$ cat src/rtl/regfile_pkg.sv
// regfile_pkg: shared state type and address-width helper for the multiport register file
package regfile_pkg;
  typedef enum logic {RF_IDLE, RF_CLEAR} rf_state_t;
  function automatic int addr_w(input int n);
    return $clog2(n);
  endfunction
endpackage

$ cat src/rtl/regfile_read_mux.sv
// regfile_read_mux: NUM_REGS:1 combinational select of one register by address
module regfile_read_mux import regfile_pkg::*; #(
  parameter int N = 32,
  parameter int NUM_REGS = 16,
  localparam int ADDR_W = addr_w(NUM_REGS)
) (
  input  logic [N-1:0]      mem [NUM_REGS],
  input  logic [ADDR_W-1:0] addr,
  output logic [N-1:0]      data
);
  assign data = mem[addr];
endmodule

$ cat src/rtl/regfile_multiport.sv
// regfile_multiport: NUM_REGS x N register file, NUM_RD read ports, one write port,
// sequential clear engine, optional bypass, registered read and hardwired zero register
module regfile_multiport import regfile_pkg::*; #(
  parameter int N = 32,
  parameter int NUM_REGS = 16,
  parameter int NUM_RD = 2,
  parameter bit WR_BYPASS = 1'b1,
  parameter bit REG_READ = 1'b0,
  parameter bit ZERO_REG = 1'b0,
  localparam int ADDR_W = addr_w(NUM_REGS)
) (
  input  logic                           clk_i,
  input  logic                           rst_i,
  input  logic [NUM_RD-1:0][ADDR_W-1:0]  rd_addr_i,
  output logic [NUM_RD-1:0][N-1:0]       rd_data_o,
  input  logic                           we_i,
  input  logic [ADDR_W-1:0]              wr_addr_i,
  input  logic [N-1:0]                   wr_data_i,
  input  logic                           clear_i,
  output logic                           busy_o
);
  localparam logic [ADDR_W-1:0] LAST = ADDR_W'(NUM_REGS - 1);
  rf_state_t state, state_nx;
  logic [ADDR_W-1:0] clr_cnt;
  logic [N-1:0] mem [NUM_REGS];
  logic [NUM_RD-1:0][N-1:0] rd_comb;
  logic busy, wr_ok;
  assign busy = state == RF_CLEAR;
  assign busy_o = busy;
  assign wr_ok = !busy && we_i && !(ZERO_REG && wr_addr_i == '0);
  always_comb state_nx = busy ? (clr_cnt == LAST ? RF_IDLE : RF_CLEAR) : (clear_i ? RF_CLEAR : RF_IDLE);
  always_ff @(posedge clk_i)
    if (rst_i) begin
      state <= RF_CLEAR;
      clr_cnt <= '0;
    end else begin
      state <= state_nx;
      clr_cnt <= (busy && clr_cnt != LAST) ? clr_cnt + ADDR_W'(1) : '0;
    end
  // No reset on the array so it maps onto RAM; the clear engine zeroes it instead
  always_ff @(posedge clk_i)
    if (busy) mem[clr_cnt] <= '0;
    else if (wr_ok) mem[wr_addr_i] <= wr_data_i;
  for (genvar k = 0; k < NUM_RD; k++) begin : g_rd
    logic [N-1:0] raw;
    regfile_read_mux #(.N(N), .NUM_REGS(NUM_REGS)) u_mux (
      .mem  (mem),
      .addr (rd_addr_i[k]),
      .data (raw)
    );
    assign rd_comb[k] = (ZERO_REG && rd_addr_i[k] == '0) ? '0 :
                        (WR_BYPASS && wr_ok && wr_addr_i == rd_addr_i[k]) ? wr_data_i : raw;
  end
  if (REG_READ) begin : g_reg
    always_ff @(posedge clk_i) rd_data_o <= rst_i ? '0 : rd_comb;
  end else begin : g_comb
    assign rd_data_o = rd_comb;
  end
endmodule
$ cat config.mk
export PLATFORM = sky130hd
export DESIGN_NAME = regfile_multiport
export DESIGN_NICKNAME = d
export VERILOG_FILES = /design/src/rtl/regfile_pkg.sv /design/src/rtl/regfile_read_mux.sv /design/src/rtl/regfile_multiport.sv
export SDC_FILE = /design/constraint.sdc
export NUM_CORES = 1
export LEC_CHECK = 0
export CAP_MARGIN = 20
export CORE_MARGIN = 5
export CORE_UTILIZATION = 40
export CTS_BUF_LIST = sky130_fd_sc_hd__clkbuf_2 sky130_fd_sc_hd__clkbuf_4 sky130_fd_sc_hd__clkbuf_8
export DETAILED_ROUTE_END_ITERATION = 12
export PLACE_DENSITY = 0.56
export SYNTH_ARGS = -nofsm -noshare
export SYNTH_HDL_FRONTEND = slang
export SYNTH_SLANG_ARGS = --single-unit
$ cat constraint.sdc
create_clock -name clk_i -period 2.6 [get_ports clk_i]
set_input_delay 0.26 -clock clk_i [delete_from_list [all_inputs] [get_ports clk_i]]
set_output_delay 0.26 -clock clk_i [all_outputs]
set_load 0.005 [all_outputs]
==> flow_summary.yaml, run 1 <==
status:
  status: "finished with violations"
  violations: "negative setup slack"
logic_synthesis:
  synth.distinct_cells: 29
  postSynth.asyncResetShare: 0
  mappedNetlistArea_um2: 29600
  synthFlopType: "edfxtp_1"
  synth_area_leader_cell: "edfxtp_1"
  synth.ff_latch_count: 517
  avgSynthCellArea_um2: 15.2
  syn_nets: 1995
  synth-edff-count: 512
  yosysTopAreaCellShare: 0.520
  synthTopCellsByArea: "edfxtp_1 (52%), mux4_2 (20%), a22o_1 (15%)"
  synth_warnings: 0
  postSynthCellCount: 1943
  ys_seq_area_frac: 0.524
worst_setup_path:
  arrival_ns: 2.51
  cp_common_cell: "buf_6"
  endpoint_kind: "output pin"
  cp-start-kind: "flip-flop"
  cp.required_ns: 2.34
  cpPeakStageDelay_ns: 0.51
  worstPathMaxFanout: 2
  cp_top_family: "multiplexers"
  cpMaxStageDelayCell: "mux4_2"
  crit_chain: "buf_6 -> mux4_2 -> a22oi_2 -> nand2_2 -> mux2_4 -> buf_6"
  timing.critical_path.buf_inv: 2
  worstSetupPathType: "flip-flop to output pin"
grt:
  grt_pass1_wl_um: 164000
  antenna_found_initial: 4
  grt_max_degree: 33
  overflow: 0
  track_usage: 0.282
  grt_pass1_vias: 23090
finish:
  fillers: 6048
  multi_input_area_um2: 14000
  seq_area_um2: 15500
  area_growth_pct: 27.2
  drive_above_1_share: 0.451
  final_area_um2: 37600
  final_net_count: 2304
  finalNonFillerCells: 3279
  utilization: 0.514
pwr:
  power.density_nw_per_um2: 512
  peakVddDrop_mv: 0.334
  power_mw: 19.2
  power_leakage_nw: 15.0
routing:
  drt_iter0_markers: 3455
  wl_per_cell_um: 35.0
  drc: 0
  avgViaCountPerCell: 7.06
  vias: 23143
  totalWireLength_um: 115000
  antenna_left: 0
  drtPass1Iterations: 5
clocking:
  clkSinkCount: 517
  root_buffer: "clkbuf_8"
  cts_buffers: 92
  clk_latency_ns: 0.71
  clk_pin_slew_ns: 0.06
  cts_tree: "yes"
  h-tree-depth: 3
  ctsLongestPathBuffers: 3
worst_hold_path:
  hold_class: "input pin to flip-flop"
die:
  die_w_um: 282
  die_area_um2: 79400
  core-area_um2: 73100
  rows: 99
  die_h_um: 282
  io_pins: 113
  initial_core_util: 0.404
sta:
  fin_tns_setup_ns: -3.04
  final.setup_skew_ns: 0.0226
  hold_ws_ns: 0.192
  fin_ws_ns: -0.175
  slew_headroom: 0.171
  slew_viol_final: 0
  hold_violations: 0
  worst_pin_slew_ns: 1.24
  fmax_mhz: 360
  setup_viol: 49
  finalCritPeriodShare: 1.07
  layout_min_cycle_time_ns: 2.77
  rsz0062_at_grt: "yes"
place:
  dp_slack_ns: -0.476
  dp_cells: 2983
  gp_congestion: 0.869
  dpl-instance-area_um2: 33900
  hpwlAfterDp_um: 69100
  port_buffers: 112
job:
  max_cap_viol_count: 0
[cells by family after synthesis]
kind of cell / after synthesis / synth area share
adders and majority gates: 4 / 0.00169
xor gates and xnor gates: 10 / 0.00296
AOI/OAI and AO/OA: 654 / 0.187
buffers and inverters: 265 / 0.0369
muxes: 322 / 0.221
DFF: 517 / 0.524
and+or+nand+nor: 171 / 0.0264
[sequential cells by signal, indices dropped and copies added, names as in the netlist]
name,flops
clr_cnt,4
mem,512
busy_o,1
[timing repair]
action / CTS / global route
endpoints found under the hold margin: 0 / 0
pin swaps: 119 / 10
setup buffers: 108 / 15
hold buffers: 0 / 0
cloned: 2 / 0
gates resized for setup: 454 / 31
endpoints found under the setup margin: 64 / 64
[path summary, 6_finish.rpt]
| check | depth (start not counted) | to | from | slack [ns] |
|---|---|---|---|---|
| hold / removal | 3 | busy_o | clear_i | 0.19 |
| setup / recovery | 6 | rd_data_o[54] | mem[22] | -0.17 |
| hold reg to reg | 1 | clr_cnt[0] | clr_cnt[0] | 0.52 |
| setup reg to reg | 5 | mem[104] | clr_cnt[0] | 0.64 |
[where the power goes]
part / total (mW) / switching, mW / internal (mW)
clock network: 7.97 / 3.66 / 4.30
registers: 9.35 / 0.120 / 9.23
logic: 1.92 / 1.01 / 0.908
total: 19.2 / 4.80 / 14.4
[layout by cell type, fill, tap and decap left out, types with 3 or more instances in the layout]
cell type / netlist / routed
clkdlybuf4s50_1: 0 / 43
dfxtp_1: 5 / 4
clkinv_2: 0 / 6
buf_12: 0 / 87
ha_1: 4 / 4
clkbuf_4: 0 / 26
inv_6: 0 / 4
a22o_1: 512 / 512
bufinv_16: 0 / 6
xor2_1: 7 / 7
nand2b_1: 4 / 4
buf_4: 2 / 250
mux2_2: 64 / 7
xnor2_1: 3 / 3
edfxtp_1: 512 / 512
buf_6: 0 / 84
nand2_2: 0 / 28
nor2b_4: 0 / 5
nor2_4: 0 / 11
nor3_2: 0 / 7
mux2_4: 0 / 57
mux4_2: 258 / 258
nor3_1: 11 / 4
nor2b_1: 39 / 34
buf_2: 69 / 7
a22oi_1: 124 / 46
a22oi_2: 0 / 78
a21oi_4: 0 / 16
nand2_1: 97 / 69
clkbuf_8: 0 / 93
clkinv_1: 0 / 23
[worst reg2reg max path: stages (launching register included)]
cell and delay [ns]:
dfxtp_1 0.40, inv_1 0.10, ha_1 0.36, a21oi_4 0.17
buf_4 0.54, a22o_1 0.26
[cell usage after synthesis (7+ instances only)]
master,instances
a21oi_1,8
a21oi_2,9
a22o_1,512
a22oi_1,124
buf_1,12
buf_2,69
clkbuf_1,178
edfxtp_1,512
mux2_2,64
mux4_2,258
nand2_1,97
nor2_1,12
nor2b_1,39
nor3_1,11
xor2_1,7
[area by class of cell]
cell class                      instances  share of cell area
Clock inverter                         41             0.00942
Sequential cell                       517               0.412
Clock buffer                          119              0.0392
Timing Repair Buffer                  475               0.135
Tap cell                              959              0.0319
Multi-Input combinational cell       1163               0.372
Antenna cell                            2            0.000133
Inverter                                3            0.000300
[routing by layer]
metal  global-route usage  wire (um)  up-vias  part of all wire
li1                     -          -     8954                 -
met1                0.385      42600    11904              0.37
met2                0.448      53100     1952              0.46
met3               0.0674      14400      331              0.13
met4               0.0968       4720        2             0.041
met5                    0         13        -           0.00011
Power figures use the tool's default switching activity.
==> inputs of run 2 (changes only) <==
--- a/config.mk
+++ b/config.mk
@@ -10,6 +10,7 @@
 export CORE_UTILIZATION = 40
 export CTS_BUF_LIST = sky130_fd_sc_hd__clkbuf_2 sky130_fd_sc_hd__clkbuf_4 sky130_fd_sc_hd__clkbuf_8
 export DETAILED_ROUTE_END_ITERATION = 12
+export GPL_TIMING_DRIVEN = 0
 export PLACE_DENSITY = 0.56
 export SYNTH_ARGS = -nofsm -noshare
 export SYNTH_HDL_FRONTEND = slang
==> flow_summary.yaml, run 2 (same netlist as run 1, synthesis figures left out) <==
status:
  status: "finished with violations"
  violations: "negative setup slack"
worst_hold_path:
  hold_class: "input pin to flip-flop"
die:
  rows: 99
  io_pins: 113
  initial_core_util: 0.404
  die_w_um: 282
  die_h_um: 282
  core-area_um2: 73100
  die_area_um2: 79400
finish:
  final_area_um2: 37100
  multi_input_area_um2: 13900
  most-common-layout-cells: "a22o_1 (512), edfxtp_1 (512), mux4_2 (258), buf_4 (174), clkbuf_1 (130)"
  seq_area_um2: 15500
  top_register: "mem"
  area_growth_pct: 25.4
  drive_above_1_share: 0.422
  fillers: 6212
  finalNonFillerCells: 3393
  final_net_count: 2413
  largest_reg_flops: 512
sta:
  worst_pin_slew_ns: 1.27
  slew_headroom: 0.154
  layout_min_cycle_time_ns: 2.85
  hold_violations: 0
  slew_viol_final: 0
  rsz0062_at_grt: "yes"
  final.setup_skew_ns: 0.0537
  setup_viol: 115
  fmax_mhz: 351
  fin_ws_ns: -0.249
  finalCritPeriodShare: 1.10
place:
  dp_slack_ns: -1.29
  hpwlAfterDp_um: 83100
  dp_cells: 3024
  port_buffers: 103
  dpl-instance-area_um2: 32200
  gp_congestion: 0.961
clocking:
  clk_pin_slew_ns: 0.06
  clk_latency_ns: 0.72
  cts_buffers: 91
  cts_tree: "yes"
  clkSinkCount: 517
  ctsLongestPathBuffers: 3
  root_buffer: "clkbuf_8"
  h-tree-depth: 3
job:
  max_cap_viol_count: 0
pwr:
  power.density_nw_per_um2: 515
  power_leakage_nw: 14.7
  power_mw: 19.1
  peakVddDrop_mv: 0.320
worst_setup_path:
  cpPeakStageDelay_ns: 0.49
  timing.critical_path.buf_inv: 2
  cp_top_family: "multiplexers"
  worstSetupPathType: "flip-flop to output pin"
  endpoint_kind: "output pin"
  cp-start-kind: "flip-flop"
  arrival_ns: 2.59
  cp.required_ns: 2.34
  cpMaxStageDelayCell: "mux4_2"
  crit_chain: "buf_6 -> mux4_2 -> mux4_2 -> mux2_4 -> buf_6"
  worstPathMaxFanout: 2
routing:
  wl_per_cell_um: 37.7
  drc: 0
  drtPass1Iterations: 6
  totalWireLength_um: 128000
  vias: 24396
  drt_iter0_markers: 3695
  antenna_left: 0
  avgViaCountPerCell: 7.19
grt:
  grt_pass1_wl_um: 177000
  grt_pass1_vias: 24410
  track_usage: 0.311
  overflow: 0
  antenna_found_initial: 9
  grt_max_degree: 24
-- run 2: changes by cell type in the layout (fill, tap and decap cells not counted), sizes merged, moves of 2 or more --
cell           before  now
diode               2    6
clkinv             29   27
inv                 9    5
clkinvlp            0    2
buf               430  365
clkdlybuf4s50      43   35
clkbuf            120  308
dlygate4sd2         0    2
bufinv              6    3
-- run 2: layer usage --
| layer | wire length (um) | part of all wire | vias to the layer above | track usage |
|---|---|---|---|---|
| met4 | 8400 | 0.066 | 6 | 0.172 |
| li1 | - | - | 9175 | - |
| met3 | 17000 | 0.13 | 528 | 0.103 |
| met2 | 56700 | 0.44 | 2271 | 0.471 |
| met1 | 45700 | 0.36 | 12416 | 0.398 |
| met5 | 45 | 0.00035 | - | 0 |
-- run 2: final timing paths --
kind | startpoint | to | slack [ns] | cells past startpoint
max | mem[350] | rd_data_o[30] | -0.25 | 5
min | clear_i | busy_o | 0.22 | 3
max reg2reg | clr_cnt[0] | mem[146] | -0.02 | 4
min reg2reg | clr_cnt[0] | clr_cnt[0] | 0.55 | 1
-- run 2: power by group --
group	switching (mW)	total (mW)	internal, mW
Combinational	1.05	1.82	0.764
Sequential	0.119	9.34	9.22
Clock	3.79	7.93	4.13
-- run 2: repair_timing --
action | in CTS | in global routing
resized for setup | 653 | 88
hold buffers | 0 | 0
setup endpoints to repair | 1091 | 124
endpoints found under the hold margin | 0 | 0
gates cloned | 2 | 0
pin swaps | 138 | 30
buffers inserted | 183 | 20
-- run 2: final cells by class --
type,instances,area share
antenna,6,0.000405
inverter,3,0.000304
sequential,517,0.418
tap,959,0.0324
multi-input combinational,1161,0.374
clock inverter,34,0.00648
buffer,261,0.0406
timing repair buffer,326,0.0865
clock buffer,126,0.0417
-- run 2: per-stage QoR --
stage / TNS (ns) / hold slack (ns) / util
floorplan: 0 / 0.336 / -
CTS: -6.84 / 0.167 / 0.502
detailed placement: -890.55 / 0.543 / 0.441
finish: -7.69 / 0.219 / 0.507
global route: -7.82 / 0.226 / 0.507
global placement: -1307.62 / 0.513 / 0.435
-- run 2: worst register-to-register path, delay by kind of cell, from the launching register on --
kind,cells,cell delay [ns]
DFF,1,0.35
buffers and inverters,1,0.92
adders and majority gates,1,0.33
AOI/OAI and AO/OA,2,0.90
